[src/rtl/clk_pkg.sv]
// rtl/clk_pkg.sv - shared types and helpers for the clock period meter
package clk_pkg;

  typedef enum logic {
    ACQUIRE,
    MEASURE
  } state_t;

  function automatic int clog2(input int value);
    int r;
    r = 0;
    while ((1 << r) < value) begin
      r = r + 1;
    end
    return r;
  endfunction

endpackage

[src/rtl/sync_edge_detect.sv]
// rtl/sync_edge_detect.sv - two-flop synchronizer plus history flop and any-edge pulse
module sync_edge_detect (
  input  logic clk_in,
  input  logic rst_n,
  input  logic sig_in,
  output logic edge_det,
  output logic level_prev
);

  logic sync1;
  logic sync2;
  logic hist;

  always_ff @(posedge clk_in or negedge rst_n) begin
    if (!rst_n) begin
      sync1 <= 1'b0;
      sync2 <= 1'b0;
      hist  <= 1'b0;
    end else begin
      sync1 <= sig_in;
      sync2 <= sync1;
      hist  <= sync2;
    end
  end

  assign edge_det   = sync2 ^ hist;
  assign level_prev = hist;

endmodule

[src/rtl/clk_period_meter.sv]
// rtl/clk_period_meter.sv - measures half-periods of a slow clock, tracks lock and stall
module clk_period_meter
  import clk_pkg::*;
#(
  parameter int EXPECTED_HALF_PERIOD = 20,
  parameter int COUNT_WIDTH          = 8,
  parameter int TOLERANCE            = 1,
  parameter int LOCK_COUNT           = 4
) (
  input  logic                   clk_in,
  input  logic                   rst_n,
  input  logic                   sig_in,
  output logic [COUNT_WIDTH-1:0] half_period,
  output logic                   level,
  output logic                   meas_valid,
  output logic                   locked,
  output logic                   stall
);

  localparam int MW = clog2(LOCK_COUNT + 1);
  localparam logic [COUNT_WIDTH-1:0] CNT_MAX   = '1;
  localparam logic [COUNT_WIDTH:0]   EXP_G     = (COUNT_WIDTH + 1)'(EXPECTED_HALF_PERIOD);
  localparam logic [COUNT_WIDTH:0]   TOL_G     = (COUNT_WIDTH + 1)'(TOLERANCE);
  localparam logic [MW-1:0]          MATCH_MAX = MW'(LOCK_COUNT);

  logic                   edge_det;
  logic                   level_prev;
  logic [COUNT_WIDTH-1:0] cnt;
  logic [MW-1:0]          match_cnt;
  state_t                 state;
  logic [COUNT_WIDTH:0]   meas;
  logic [COUNT_WIDTH:0]   diff;
  logic                   in_tol;

  sync_edge_detect u_sync (
    .clk_in     (clk_in),
    .rst_n      (rst_n),
    .sig_in     (sig_in),
    .edge_det   (edge_det),
    .level_prev (level_prev)
  );

  // Guard bit keeps cnt+1 and the deviation from wrapping.
  always_comb begin
    meas   = {1'b0, cnt} + (COUNT_WIDTH + 1)'(1);
    diff   = (meas >= EXP_G) ? (meas - EXP_G) : (EXP_G - meas);
    in_tol = (diff <= TOL_G);
  end

  always_ff @(posedge clk_in or negedge rst_n) begin
    if (!rst_n) begin
      cnt         <= '0;
      match_cnt   <= '0;
      state       <= ACQUIRE;
      half_period <= '0;
      level       <= 1'b0;
      meas_valid  <= 1'b0;
      locked      <= 1'b0;
      stall       <= 1'b0;
    end else begin
      meas_valid <= 1'b0;
      if (edge_det) begin
        cnt <= '0;
      end else if (cnt != CNT_MAX) begin
        cnt <= cnt + COUNT_WIDTH'(1);
      end

      case (state)
        ACQUIRE: begin
          if (edge_det) begin
            state <= MEASURE;
            stall <= 1'b0;
          end
        end
        MEASURE: begin
          if (edge_det) begin
            half_period <= meas[COUNT_WIDTH-1:0];
            level       <= level_prev;
            meas_valid  <= 1'b1;
            if (in_tol) begin
              if (match_cnt != MATCH_MAX) begin
                match_cnt <= match_cnt + MW'(1);
              end
              locked <= (match_cnt >= MATCH_MAX - MW'(1));
            end else begin
              match_cnt <= '0;
              locked    <= 1'b0;
            end
          end else if (cnt == CNT_MAX - COUNT_WIDTH'(1)) begin
            // An edge arriving this same cycle would have taken the branch above.
            stall     <= 1'b1;
            locked    <= 1'b0;
            match_cnt <= '0;
            state     <= ACQUIRE;
          end
        end
        default: state <= ACQUIRE;
      endcase
    end
  end

endmodule

[config.mk]
export PLATFORM = sky130hd
export DESIGN_NAME = clk_period_meter
export DESIGN_NICKNAME = d
export VERILOG_FILES = /design/src/rtl/clk_pkg.sv /design/src/rtl/sync_edge_detect.sv /design/src/rtl/clk_period_meter.sv
export SDC_FILE = /design/constraint.sdc
export NUM_CORES = 1
export LEC_CHECK = 0
export BUFFER_PORTS_ARGS = -buffer_cell sky130_fd_sc_hd__buf_4
export CAP_MARGIN = 20
export CORE_MARGIN = 2
export CORE_UTILIZATION = 40
export CTS_CLUSTER_DIAMETER = 100
export DETAILED_ROUTE_END_ITERATION = 8
export PLACE_DENSITY = 0.6
export SLEW_MARGIN = 20
export SYNTH_ARGS = -nofsm -noshare
export SYNTH_HDL_FRONTEND = slang
export SYNTH_HIERARCHICAL = 1
export SYNTH_SLANG_ARGS = --single-unit
[constraint.sdc]
create_clock -name clk_in -period 5.1 [get_ports clk_in]
set_clock_uncertainty 0.15 [all_clocks]
set_input_delay 1.02 -clock clk_in [delete_from_list [all_inputs] [get_ports clk_in]]
set_output_delay 1.02 -clock clk_in [all_outputs]
set_load 0.02 [all_outputs]
Yosys cells after proc, flatten, opt, wreduce, memory -nomap -nowiden. Cells that the tools add are included.

$add $sub $neg: 5. $mul: 0. Divide/modulo/power cells: 0. Magnitude comparators: 3. Equality and inequality tests: 7. Shift operators: 0. Multiplexer cells: 19. Bitwise operators: 2. Reductions and logical operators: 6.

Operators with widths (number): 8-bit two-way mux (2); 3-bit two-way mux (4); 1-bit two-way mux (10); 8-bit by 1-bit adder with 9-bit output, second input constant (1); 9-bit by 5-bit >= comparator with 1-bit output, second input constant (1); 9-bit by 1-bit less-or-equal comparator with 1-bit output, second input constant (1); 9-bit two-way mux (1); 5-bit by 9-bit subtractor with 9-bit output, first input constant (1); 9-bit by 5-bit subtractor with 9-bit output, second input constant (1); 8-bit by 1-bit adder with 8-bit output, second input constant (1); 8-bit == test, second input constant (1); 8-bit != test, second input constant (1); 3-bit AND reduction (2); 2-bit != test, second input constant (2); 1-bit case mux with 2 select lines (2); 2-bit AND reduction (2); 2-bit nonzero test (2); 3-bit by 1-bit adder with 3-bit output, second input constant (1); 3-bit by 2-bit >= comparator with 1-bit output, second input constant (1); 3-bit by 2-bit != test with 1-bit output, second input constant (1); 3-bit != test, second input constant (1); 2-bit by 1-bit != test with 1-bit output, second input constant (1); 1-bit NOT (1); 1-bit bitwise XOR (1).

Bits in registers: 27. Bits in latches: 0. Bits in writable memories: 0. ROM bits: 0. Input bits: 3. Output and inout bits: 12. Memories: 0.

Depth between registers and ports, before layout. Gate-level depths: netlist of run 1.

Depth after elaboration: 6. Mapped depth: 8.

Hierarchy. Netlist of run 1, hierarchy kept.

Modules (own cells, without submodules): clk_period_meter (times used 1, cells each 142, area each 1407.6 um^2, seq. area each 600.6 um^2); sync_edge_detect (times used 1, cells each 4, area each 83.8 um^2, seq. area each 75.1 um^2).

Worst setup path before layout of run 1. No wires, ideal clock.

Kind: reg-to-reg. Start point: register cnt[0]. End point: register locked. Arrival time: 2.083 ns. Data required time: 4.856 ns. Slack: 2.774 ns. Stages on the path, launching flop included: 9. Period minus slack after synthesis: 2.326 ns. Cells stage by stage: dfrtp_1 > buf_2 > inv_1 > ha_1 > and2_1 > a211oi_1 > a221oi_1 > or4b_4 > a221oi_2.

Cells in the longest elaborated chain, start to end: 6.

Ends and longest elaborated chain: start, declared (line clk_period_meter.sv:28) `logic [COUNT_WIDTH-1:0] cnt;`; start signal, assigned (line clk_period_meter.sv:65) `cnt <= cnt + COUNT_WIDTH'(1);`; 8-bit by 1-bit adder with 9-bit output (*) (line clk_period_meter.sv:45) `meas = {1'b0, cnt} + (COUNT_WIDTH + 1)'(1);`; via meas[0] (line clk_period_meter.sv:31) `logic [COUNT_WIDTH:0] meas;`; 5-bit by 9-bit subtractor with 9-bit output (tied with other cells) (line clk_period_meter.sv:46) `diff = (meas >= EXP_G) ? (meas - EXP_G) : (EXP_G - meas);`; 9-bit two-way mux (*) (line clk_period_meter.sv:46); 9-bit by 1-bit less-or-equal comparator with 1-bit output (*) (line clk_period_meter.sv:47) `in_tol = (diff <= TOL_G);`; 1-bit two-way mux (*) (line clk_period_meter.sv:80) `if (in_tol) begin`; 1-bit two-way mux (*) (line clk_period_meter.sv:76) `if (edge_det) begin`; end signal, assigned (line clk_period_meter.sv:84) `locked <= (match_cnt >= MATCH_MAX - MW'(1));`; end, declared (line clk_period_meter.sv:16) `output logic locked,`.

Mark *: on every way through the listed nets, which the timed path passes. The rest lies on a longest branch. A chain may end at the register's enable or synchronous reset.

Worst setup path in the final report of run 1.
Start point: register cnt[0]. End point: register locked.

Cells in the longest elaborated chain, start to end: 6.

Ends and longest elaborated chain (line): 8-bit by 1-bit adder with 9-bit output (clk_period_meter.sv:45); 5-bit by 9-bit subtractor with 9-bit output (tied with other cells) (clk_period_meter.sv:46); 9-bit two-way mux (clk_period_meter.sv:46); 9-bit by 1-bit less-or-equal comparator with 1-bit output (clk_period_meter.sv:47); 1-bit two-way mux (clk_period_meter.sv:80); 1-bit two-way mux (clk_period_meter.sv:76).

Parallel ways exist; a longest one is shown, timed or not.

==> summary.txt, run 1 <==
DR iter-0 viols: 94
pwr dens: 296.2 nW/µm²
Slew Limit Fails: 0
DR top layer: met4
register bit total from synthesis: 27
CTS tree: done
clock share of power: 26.1%
post-synthesis sequential area ratio: 45.30%
P_sw: 0.1553 mW
first-pass GRT wire length: 5416 µm
CTS Hold Bufs: 0
startpoint types: flop
Die Span X: 65.06 µm
Top FF cell, synth: dfrtp_1
Critical Path RT: 5.14 ns
CP Class: flop to flop
HPWL Detailed: 2176 µm
FMAX: 377.1 MHz
met3 WL: 178 µm
portion of total power attributed to sequential cells: 51.7%
H-tree level count: 1
gr usage total: 16.10%
Worst Reg-to-Reg Cells: 6
DRC viols: 0
Gate power share: 22.2%
DRT Pass-1 Iters: 4
Post-synth EDFFs: 0
setup_tns: 0 ns
Post-synth ARST share: 100.0%
worst hold margin: 0.2082 ns
Peak VDD IR: 0.1155 mV
vias in the first global route: 1131
ANT nets after route: 0
Longest Clk Path Bufs: 2
Yosys cell types: 47
WP data arrival: 2.69 ns
max_cap viols: 0
share of layout cells above drive strength 1: 19.11%
DR WL met2: 1394 µm
Worst-Skew Late Latency: 0.27 ns
area of the multi-input gates: 733.2 µm²
core area: 3633 µm²
Num CTS Buffers: 3
# setup viols final: 0
routed vias/inst: 5.444
chip height: 65.06 µm
syn avg cell area: 10.22 µm²
# clock sinks: 27
# IOs: 15
post-CTS setup buffers: 0
diode count: 0
yosys warns: 6
internal power: 0.3369 mW
grt ovf: 0
outcome: complete, no violations
initial antenna violation count: 0
RSZ-0062 raised after global routing: no
Final nets: 167
post-CTS sizing: 0
CP Max Fanout: 13
Clock Root Buffer: clkbuf_8
register area: 675.6 µm²
Die Area: 4233 µm²
Syn-to-layout area delta: 11.41%
per-cell routed wire length: 14.38 µm
synthesized instance count: 146
pin count of the biggest net entering global routing: 28
port bufs: 14
worst hold path type: flop to flop
switch share: 31.55%
Vias: 1116
synthesized cell area: 1491 µm²
Final Critical Period: 2.652 ns
Final period util: 51.99%
Met1 Wirelength: 1346 µm
Rows: 22
WL final: 2947 µm
Leak: 0.7060 nW
Initial Util: 41.05%
Worst slew margin: 58.74%
Least-Margin Pin Slew: 0.6032 ns
CP endpoint kind: flop
Mapped Nets: 155
Hold Path Stages: 0
final hold vios: 0
CTS clk-pin slew, worst paths: 0.10 ns
GPL Wtd Cong: 0.9229
fill cell count: 365
-- layout make-up --
class,instances,share of cell area [%]
Timing Repair Buffer,15,6.777
Clock inverter,1,0.5271
Inverter,8,1.807
Tap cell,48,3.614
Multi-Input combinational cell,103,44.13
Sequential cell,27,40.66
Clock buffer,3,2.485
-- metal layers --
layer	track usage, %	vias up
met1	21.96	533
met3	2.083	4
met2	27.19	38
met5	0	-
li1	-	541
met4	3.906	0
-- cells in the mapped netlist (2+ instances only) --
cell / instances / area (µm²)
dfrtp_1: 27 / 675.7
nand2_1: 18 / 67.56
nor2_1: 10 / 37.54
o21ai_0: 10 / 50.05
inv_1: 8 / 30.03
a21oi_1: 7 / 35.03
ha_1: 6 / 75.07
xnor2_1: 6 / 52.55
a211oi_1: 4 / 30.03
buf_2: 3 / 15.01
mux2i_1: 3 / 30.03
xor2_1: 3 / 26.28
and4_1: 2 / 17.52
buf_6: 2 / 22.52
clkbuf_1: 2 / 7.510
nand3_1: 2 / 10.01
nor3_1: 2 / 10.01
o211ai_1: 2 / 15.01
-- through the flow --
| stage | cell area (µm²) | power, mW | instances | setup WS [ns] | utilization, % |
|---|---|---|---|---|---|
| 5_1_grt | 1662 | 0.5253 | 205 | 2.210 | 45.73 |
| 4_1_cts | 1662 | 0.4985 | 205 | 2.440 | 45.73 |
| 3_5_place_dp | 1612 | 0.3702 | 201 | 2.498 | 44.35 |
| 2_1_floorplan | 1491 | 0.3329 | 146 | 2.774 | - |
| 3_3_place_gp | 1612 | 0.3684 | 201 | 2.525 | 44.35 |
| 6_report | 1662 | 0.4922 | 205 | 2.448 | 45.73 |
-- placed cells by master, fill, tap and decap left out, types with 4 or more instances in the layout --
master    Yosys  routed
nor2_1       10      10
nand2_1      18      18
inv_1         8       8
a21oi_1       7       7
a211oi_1      4       4
o21ai_0      10      10
dfrtp_1      27      27
ha_1          6       6
xnor2_1       6       6
buf_4         1      15
-- worst paths after layout --
kind | start | end | slack (ns)
hold reg to reg | u_sync/sync1 | u_sync/sync2 | 0.21
setup reg to reg | cnt[0] | locked | 2.45
min in group asynchronous | rst_n | meas_valid | 0.49
setup / recovery | cnt[0] | locked | 2.45
max in group asynchronous | rst_n | cnt[1] | 4.06
hold / removal | u_sync/sync1 | u_sync/sync2 | 0.21
-- power by group through the flow --
stage / sequential (mW) / combinational, mW / clock (mW)
6_report: 0.254 / 0.109 / 0.128
5_1_grt: 0.259 / 0.124 / 0.143
4_1_cts: 0.255 / 0.111 / 0.132
3_5_place_dp: 0.259 / 0.111 / 0
3_3_place_gp: 0.258 / 0.111 / 0
2_1_floorplan: 0.262 / 0.0709 / 0
-- sequential cells by signal (all words and copies together), names as in the netlist --
register	cells
stall	1
u_sync/sync2	1
cnt	8
half_period	8
u_sync/sync1	1
u_sync/level_prev	1
level	1
state	1
locked	1
meas_valid	1
match_cnt	3
-- cell families (layout without fill, tap and decap cells) --
logic type	count (synthesis)	in the layout	synth area share [%]
AO/OA/AOI/OAI	37	37	17.11
flip-flops	27	27	45.30
XOR/XNOR	10	10	7.131
AND/OR/NAND/NOR	45	45	16.36
adder cells (fa/ha/maj)	6	6	5.033
buffers and inverters	16	27	5.537
multiplexers	5	5	3.523
-- worst max-delay path: stages, from the launching register on --
cell and delay, ns:
dfrtp_1 0.60, ha_1 0.51, xor2_1 0.15, nor4_2 0.18, o32ai_1 0.14, or4b_4 0.59
a221oi_2 0.24
Note: power is estimated with default switching activity, not from simulation.
==> run 2: changes to the inputs <==
clock period = 2.7 ns   (was 5.1 ns; I/O delays follow)
==> summary.txt, run 2 (synthesis gave the netlist of run 1 again) <==
Vias: 1145 (was 1116)
CP endpoint kind: flop (unchanged)
area of the multi-input gates: 733.2 µm² (unchanged)
outcome: complete, no violations (unchanged)
DRT Pass-1 Iters: 4 (unchanged)
port bufs: 14 (unchanged)
grt ovf: 0 (unchanged)
Slew Limit Fails: 0 (unchanged)
Initial Util: 41.05% (unchanged)
vias in the first global route: 1115 (was 1131)
most frequent cells in the layout: dfrtp_1 (27), buf_4 (20), nand2_1 (18) (was dfrtp_1 (27), nand2_1 (18), buf_4 (15))
initial antenna violation count: 0 (unchanged)
Worst-Skew Late Latency: 0.27 ns (about the same)
worst hold path type: primary input to async pin (was flop to flop)
core area: 3633 µm² (unchanged)
Syn-to-layout area delta: 13.59% (was 11.41%)
# clock sinks: 27 (unchanged)
Worst Reg-to-Reg Cells: 6 (unchanged)
commonest non-fill, non-tap cell in the layout: dfrtp_1 (unchanged)
CTS Hold Bufs: 0 (unchanged)
Placement Setup Slack: 0.1950 ns (was 2.498 ns)
Least-Margin Pin Slew: 0.5317 ns (was 0.6032 ns)
WP data arrival: 2.48 ns (was 2.69 ns)
Die Area: 4233 µm² (unchanged)
GPL Wtd Cong: 0.8648 (was 0.9229)
Critical Path RT: 2.69 ns (was 5.14 ns)
CTS tree: done (unchanged)
CP Max Fanout: 10 (was 13)
gr usage total: 16.37% (was 16.10%)
startpoint types: flop (unchanged)
pwr dens: 551.2 nW/µm² (was 296.2 nW/µm²)
Final Critical Period: 2.498 ns (was 2.652 ns)
Die Span X: 65.06 µm (unchanged)
Worst slew margin: 63.64% (was 58.74%)
Num CTS Buffers: 3 (unchanged)
Final Cell Area: 1694 µm² (was 1662 µm²)
post-CTS setup buffers: 0 (unchanged)
setup ws final: 0.2018 ns (was 2.448 ns)
Peak VDD IR: 0.1948 mV (was 0.1155 mV)
Largest regs: cnt x8, half_period x8, match_cnt x3 (unchanged)
per-cell routed wire length: 15.31 µm (was 14.38 µm)
Clock Root Buffer: clkbuf_8 (unchanged)
flop-to-flop setup slack: 0.20 ns (was 2.45 ns)
Final period util: 92.52% (was 51.99%)
Inst Count DP: 206 (was 201)
Longest Clk Path Bufs: 2 (unchanged)
R2R Path Start: cnt[1] (was cnt[0])
routed vias/inst: 5.452 (was 5.444)
pin count of the biggest net entering global routing: 28 (unchanged)
Final nets: 172 (was 167)
final hold vios: 0 (unchanged)
fin cells: 210 (was 205)
share of layout cells above drive strength 1: 20.99% (was 19.11%)
# setup viols final: 0 (unchanged)
CP Class: flop to flop (unchanged)
FMAX: 400.3 MHz (was 377.1 MHz)
# IOs: 15 (unchanged)
fill cell count: 358 (was 365)
register area: 675.6 µm² (unchanged)
Post-DP Area: 1649 µm² (was 1612 µm²)
H-tree level count: 1 (unchanged)
HPWL Detailed: 2328 µm (was 2176 µm)
chip height: 65.06 µm (unchanged)
max_cap viols: 0 (unchanged)
post-CTS sizing: 0 (unchanged)
RSZ-0062 raised after global routing: no (unchanged)
first-pass GRT wire length: 5485 µm (was 5416 µm)
reg2reg end: match_cnt[0] (was locked)
CTS clk-pin slew, worst paths: 0.09 ns (was 0.10 ns)
setup_tns: 0 ns (unchanged)
Leak: 0.7279 nW (was 0.7060 nW)
Rows: 22 (unchanged)
diode count: 0 (unchanged)
WL final: 3215 µm (was 2947 µm)
DR iter-0 viols: 63 (was 94)
DRC viols: 0 (unchanged)
ANT nets after route: 0 (unchanged)
-- run 2: changes by cell type in the layout (fill, tap and decap cells not counted), sizes merged --
cell | before | now
inv | 9 | 8
buf | 15 | 20
clkbuf | 3 | 4
-- run 2: routing by layer --
| layer | up-vias | GRT usage [%] | routed length (µm) |
|---|---|---|---|
| met1 | 557 | 24.97 | 1525 |
| met2 | 37 | 25.39 | 1520 |
| li1 | 549 | - | - |
| met4 | 0 | 3.125 | 14 |
| met5 | - | 0 | 0 |
| met3 | 2 | 1.563 | 155 |
-- run 2: worst max path at each step --
stage / startpoint / end / cells past startpoint
floorplan: cnt[0] / locked / 8
global placement: cnt[1] / match_cnt[1] / 6
detailed placement: cnt[1] / match_cnt[0] / 6
CTS: cnt[1] / match_cnt[0] / 6
global route: cnt[1] / match_cnt[0] / 6
finish: cnt[1] / match_cnt[0] / 6
-- run 2: through the flow --
step	total power, mW	hold WS (ns)	utilization [%]
after floorplan	0.6288	0.09441	-
after global placement	0.7063	0.1820	45.39
after detailed placement	0.7130	0.2042	45.39
after CTS	0.9431	0.02792	46.63
after global routing	0.9861	0.03596	46.63
final	0.9339	0.01963	46.63
-- run 2: power breakdown --
group	internal (mW)	total, mW	switching, mW
clock	0.106	0.230	0.125
combinational	0.0980	0.238	0.140
sequential	0.439	0.465	0.0263
total	0.643	0.934	0.291
-- run 2: cell type report --
class | count | share of cell area [%]
Timing Repair Buffer | 20 | 8.863
Inverter | 8 | 1.773
Sequential cell | 27 | 39.88
Multi-Input combinational cell | 103 | 43.28
Tap cell | 48 | 3.545
Clock buffer | 4 | 2.659
-- run 2: critical path: stages, from the launching register on --
cell and delay (ns):
dfrtp_1 0.44, ha_1 0.50, and3_2 0.35, mux2i_1 0.09, a41o_2 0.29, a41oi_1 0.42, a21oi_1 0.13
==> run 3: changes to the inputs <==
ABC_AREA = 1   (was unset)
CELL_PAD_IN_SITES_DETAIL_PLACEMENT = 1   (was unset)
CELL_PAD_IN_SITES_GLOBAL_PLACEMENT = 1   (was unset)
PLACE_DENSITY = 0.76   (was 0.6)
==> summary.txt, run 3 <==
commonest non-fill, non-tap cell in the layout: nand2_1 (was dfrtp_1)
chip height: 64.47 µm (was 65.06 µm)
# setup viols final: 0 (unchanged)
core area: 3416 µm² (was 3633 µm²)
Vias: 1237 (was 1145)
leading cell types by count after synthesis: nand2_1 (51), inv_1 (28), dfrtp_1 (27), o21ai_0 (15), nand3_1 (12) (was dfrtp_1 (27), nand2_1 (18), nor2_1 (10), o21ai_0 (10), inv_1 (8))
Synth top area share: 46.19% (was 45.30%)
setup_tns: 0 ns (unchanged)
CTS tree: done (unchanged)
HPWL Detailed: 2672 µm (was 2328 µm)
Least-Margin Pin Slew: 0.3877 ns (was 0.5317 ns)
Final nets: 210 (was 172)
Critical Path RT: 2.82 ns (was 2.69 ns)
area leader, netlist: dfrtp_1 (unchanged)
DRC viols: 0 (unchanged)
vias in the first global route: 1334 (was 1115)
CTS clk-pin slew, worst paths: 0.15 ns (was 0.09 ns)
Post-Synth Simple-Gate Area: 30.88% (was 16.36%)
RSZ-0062 raised after global routing: no (unchanged)
reg2reg end: match_cnt[1] (was match_cnt[0])
Post-Synth Adder-Cell Area: 5.133% (was 5.034%)
final hold vios: 0 (unchanged)
startpoint types: flop (unchanged)
synthesized cell area: 1463 µm² (was 1491 µm²)
Area contributors post-synth: dfrtp_1 (46%), nand2_1 (13%), inv_1 (7.2%), ha_1 (5.1%), o21ai_0 (5.1%) (was dfrtp_1 (45%), ha_1 (5.0%), nand2_1 (4.5%), xnor2_1 (3.5%), o21ai_0 (3.4%))
Longest Clk Path Bufs: 2 (unchanged)
GPL Wtd Cong: 0.8447 (was 0.8648)
Compound-Gate Fraction of Synth Area: 8.640% (was 17.11%)
# IOs: 15 (unchanged)
Slew Limit Fails: 0 (unchanged)
H-tree level count: 1 (unchanged)
CP endpoint kind: flop (unchanged)
Worst Hold End: u_sync/sync1
worst hold path type: primary input to flop (was primary input to async pin)
largest family of logic cells by synthesized area: simple AND/OR/NAND/NOR gates (was compound AO/OA/AOI/OAI gates)
initial antenna violation count: 0 (unchanged)
worst hold margin: 0.1592 ns (was 0.01963 ns)
Rows: 21 (was 22)
proportion of synthesized area in mux cells: 0% (was 3.523%)
register bit total from synthesis: 27 (unchanged)
outcome: complete, no violations (unchanged)
DR iter-0 viols: 59 (was 63)
Leak: 0.8557 nW (was 0.7279 nW)
grt ovf: 0 (unchanged)
Yosys cell types: 22 (was 47)
FMAX: 428.6 MHz (was 400.3 MHz)
diode count: 0 (unchanged)
ANT nets after route: 0 (unchanged)
XOR/XNOR share of the synthesized area: 0.5988% (was 7.131%)
Worst-Skew Late Latency: 0.32 ns (was 0.27 ns)
Die Span X: 64.47 µm (was 65.06 µm)
share of layout cells above drive strength 1: 17.00% (was 20.99%)
max_cap viols: 0 (unchanged)
Post-synth ARST share: 100.0% (unchanged)
CP max stage cell: dfrtp_1 (was ha_1)
Hold Path Stages: 1
CP Max Fanout: 10 (unchanged)
pin count of the biggest net entering global routing: 28 (unchanged)
synthesized instance count: 184 (was 146)
routed vias/inst: 5.028 (was 5.452)
Syn-to-layout area delta: 13.26% (was 13.59%)
DRT Pass-1 Iters: 4 (unchanged)
Buf+Inv Stages, Crit Path: 3 (was 0)
most frequent cell after synthesis: nand2_1 (was dfrtp_1)
Mapped Nets: 193 (was 155)
Final period util: 86.41% (was 92.52%)
port bufs: 14 (unchanged)
CP Class: flop to flop (unchanged)
met3 WL: 84 µm (was 155 µm)
# clock sinks: 27 (unchanged)
post-synthesis sequential area ratio: 46.19% (was 45.30%)
Slowest Stage Delay on Critical Path: 0.56 ns (was 0.50 ns)
DR WL met2: 1773 µm (was 1520 µm)
Initial Util: 42.82% (was 41.05%)
fill cell count: 419 (was 358)
Num CTS Buffers: 3 (unchanged)
syn avg cell area: 7.949 µm² (was 10.22 µm²)
WP data arrival: 2.46 ns (was 2.48 ns)
Die Area: 4156 µm² (was 4233 µm²)
Met1 Wirelength: 1517 µm (was 1525 µm)
Peak VDD IR: 0.3592 mV (was 0.1948 mV)
flop-to-flop setup slack: 0.37 ns (was 0.20 ns)
per-cell routed wire length: 13.87 µm (was 15.31 µm)
most frequent cells in the layout: nand2_1 (51), inv_1 (28), dfrtp_1 (27) (was dfrtp_1 (27), buf_4 (20), nand2_1 (18))
Final Critical Period: 2.333 ns (was 2.498 ns)
post-CTS setup buffers: 0 (unchanged)
R2R Path Start: cnt[0] (was cnt[1])
Crit path top cell by count: nand2_1
Largest regs: cnt x8, half_period x8, match_cnt x3 (unchanged)
Top FF cell, synth: dfrtp_1 (unchanged)
Worst Reg-to-Reg Cells: 15 (was 6)
WL final: 3412 µm (was 3215 µm)
Worst slew margin: 74.09% (was 63.64%)
crit-path cells: inv_1 > ha_1 > nand2_1 > inv_1 > nor2_1 > nand2_1 > nand2_1 > nand2_1 > inv_1 > nand3_1 > nand2_1 > nand3_1 > nor2_1 > nand3_1 > nand2_1 (was ha_1 > and3_2 > mux2i_1 > a41o_2 > a41oi_1 > a21oi_1)
Clock Root Buffer: clkbuf_4 (was clkbuf_8)
CP top delay family: simple AND/OR/NAND/NOR gates (was compound AO/OA/AOI/OAI gates)
pwr dens: 472.6 nW/µm² (was 551.2 nW/µm²)
gr usage total: 18.96% (was 16.37%)
yosys warns: 6 (unchanged)
DR top layer: met4 (unchanged)
Post-synth EDFFs: 0 (unchanged)
first-pass GRT wire length: 6168 µm (was 5485 µm)
hold_sp: sig_in
-- run 3: cell types whose count changed after synthesis, moves of 4 or more --
cell | before | now
a211oi_1 | 4 | 0
inv_1 | 8 | 28
nand2_1 | 18 | 51
nand2_2 | 0 | 7
nand3_1 | 2 | 12
nand4_1 | 0 | 7
o21ai_0 | 10 | 15
xnor2_1 | 6 | 1
-- run 3: final cells by class --
| class | count | area, µm² | area share, % |
|---|---|---|---|
| sequential | 27 | 675.6 | 40.79 |
| multi-input combinational | 124 | 661.9 | 39.95 |
| timing repair buffer | 16 | 122.6 | 7.402 |
| inverter | 29 | 108.9 | 6.571 |
| tap | 46 | 57.56 | 3.474 |
| clock buffer | 3 | 22.52 | 1.360 |
| clock inverter | 1 | 7.507 | 0.4532 |
-- run 3: layer usage --
layer	vias up	global-route usage [%]
met4	0	4.787
met5	-	0
li1	616	-
met1	604	24.77
met3	4	2.083
met2	13	33.59
-- run 3: metrics by stage --
stage | cells | util (%) | power (mW) | setup WS (ns) | cell area [µm²]
global placement | 241 | 47.33 | 0.6053 | 0.4778 | 1617
global route | 246 | 48.50 | 0.8331 | 0.1070 | 1657
detailed placement | 241 | 47.33 | 0.6122 | 0.4283 | 1617
finish | 246 | 48.50 | 0.7828 | 0.3668 | 1657
floorplan | 184 | - | 0.5514 | 0.7140 | 1463
CTS | 246 | 48.50 | 0.7927 | 0.3803 | 1657
-- run 3: worst max-delay path by stage --
stage / slack (ns) / cells past startpoint / end / from
floorplan: 0.71 / 16 / match_cnt[0] / cnt[0]
global placement: 0.48 / 15 / match_cnt[1] / cnt[0]
detailed placement: 0.43 / 15 / match_cnt[2] / cnt[0]
CTS: 0.38 / 15 / match_cnt[2] / cnt[0]
global route: 0.11 / 13 / match_cnt[2] / cnt[0]
finish: 0.37 / 15 / match_cnt[1] / cnt[0]
-- run 3: timing repair --
action / in CTS / in global routing
hold endpoints to repair: 27 / 0
hold buffers: 1 / 0
gates resized for setup: 0 / 0
-- run 3: cells by family after synthesis --
group                    count (synthesis)
adder cells (fa/ha/maj)                  6
XOR/XNOR                                 1
flip-flops                              27
buffers and inverters                   33
AO/OA/AOI/OAI                           23
AND/OR/NAND/NOR                         94
-- run 3: where the power goes --
part	switching (mW)	leakage [nW]	internal, mW
clock network	0.122	0.0139	0.0566
registers	0.0250	0.354	0.428
logic	0.0959	0.488	0.0552
total	0.243	0.856	0.540
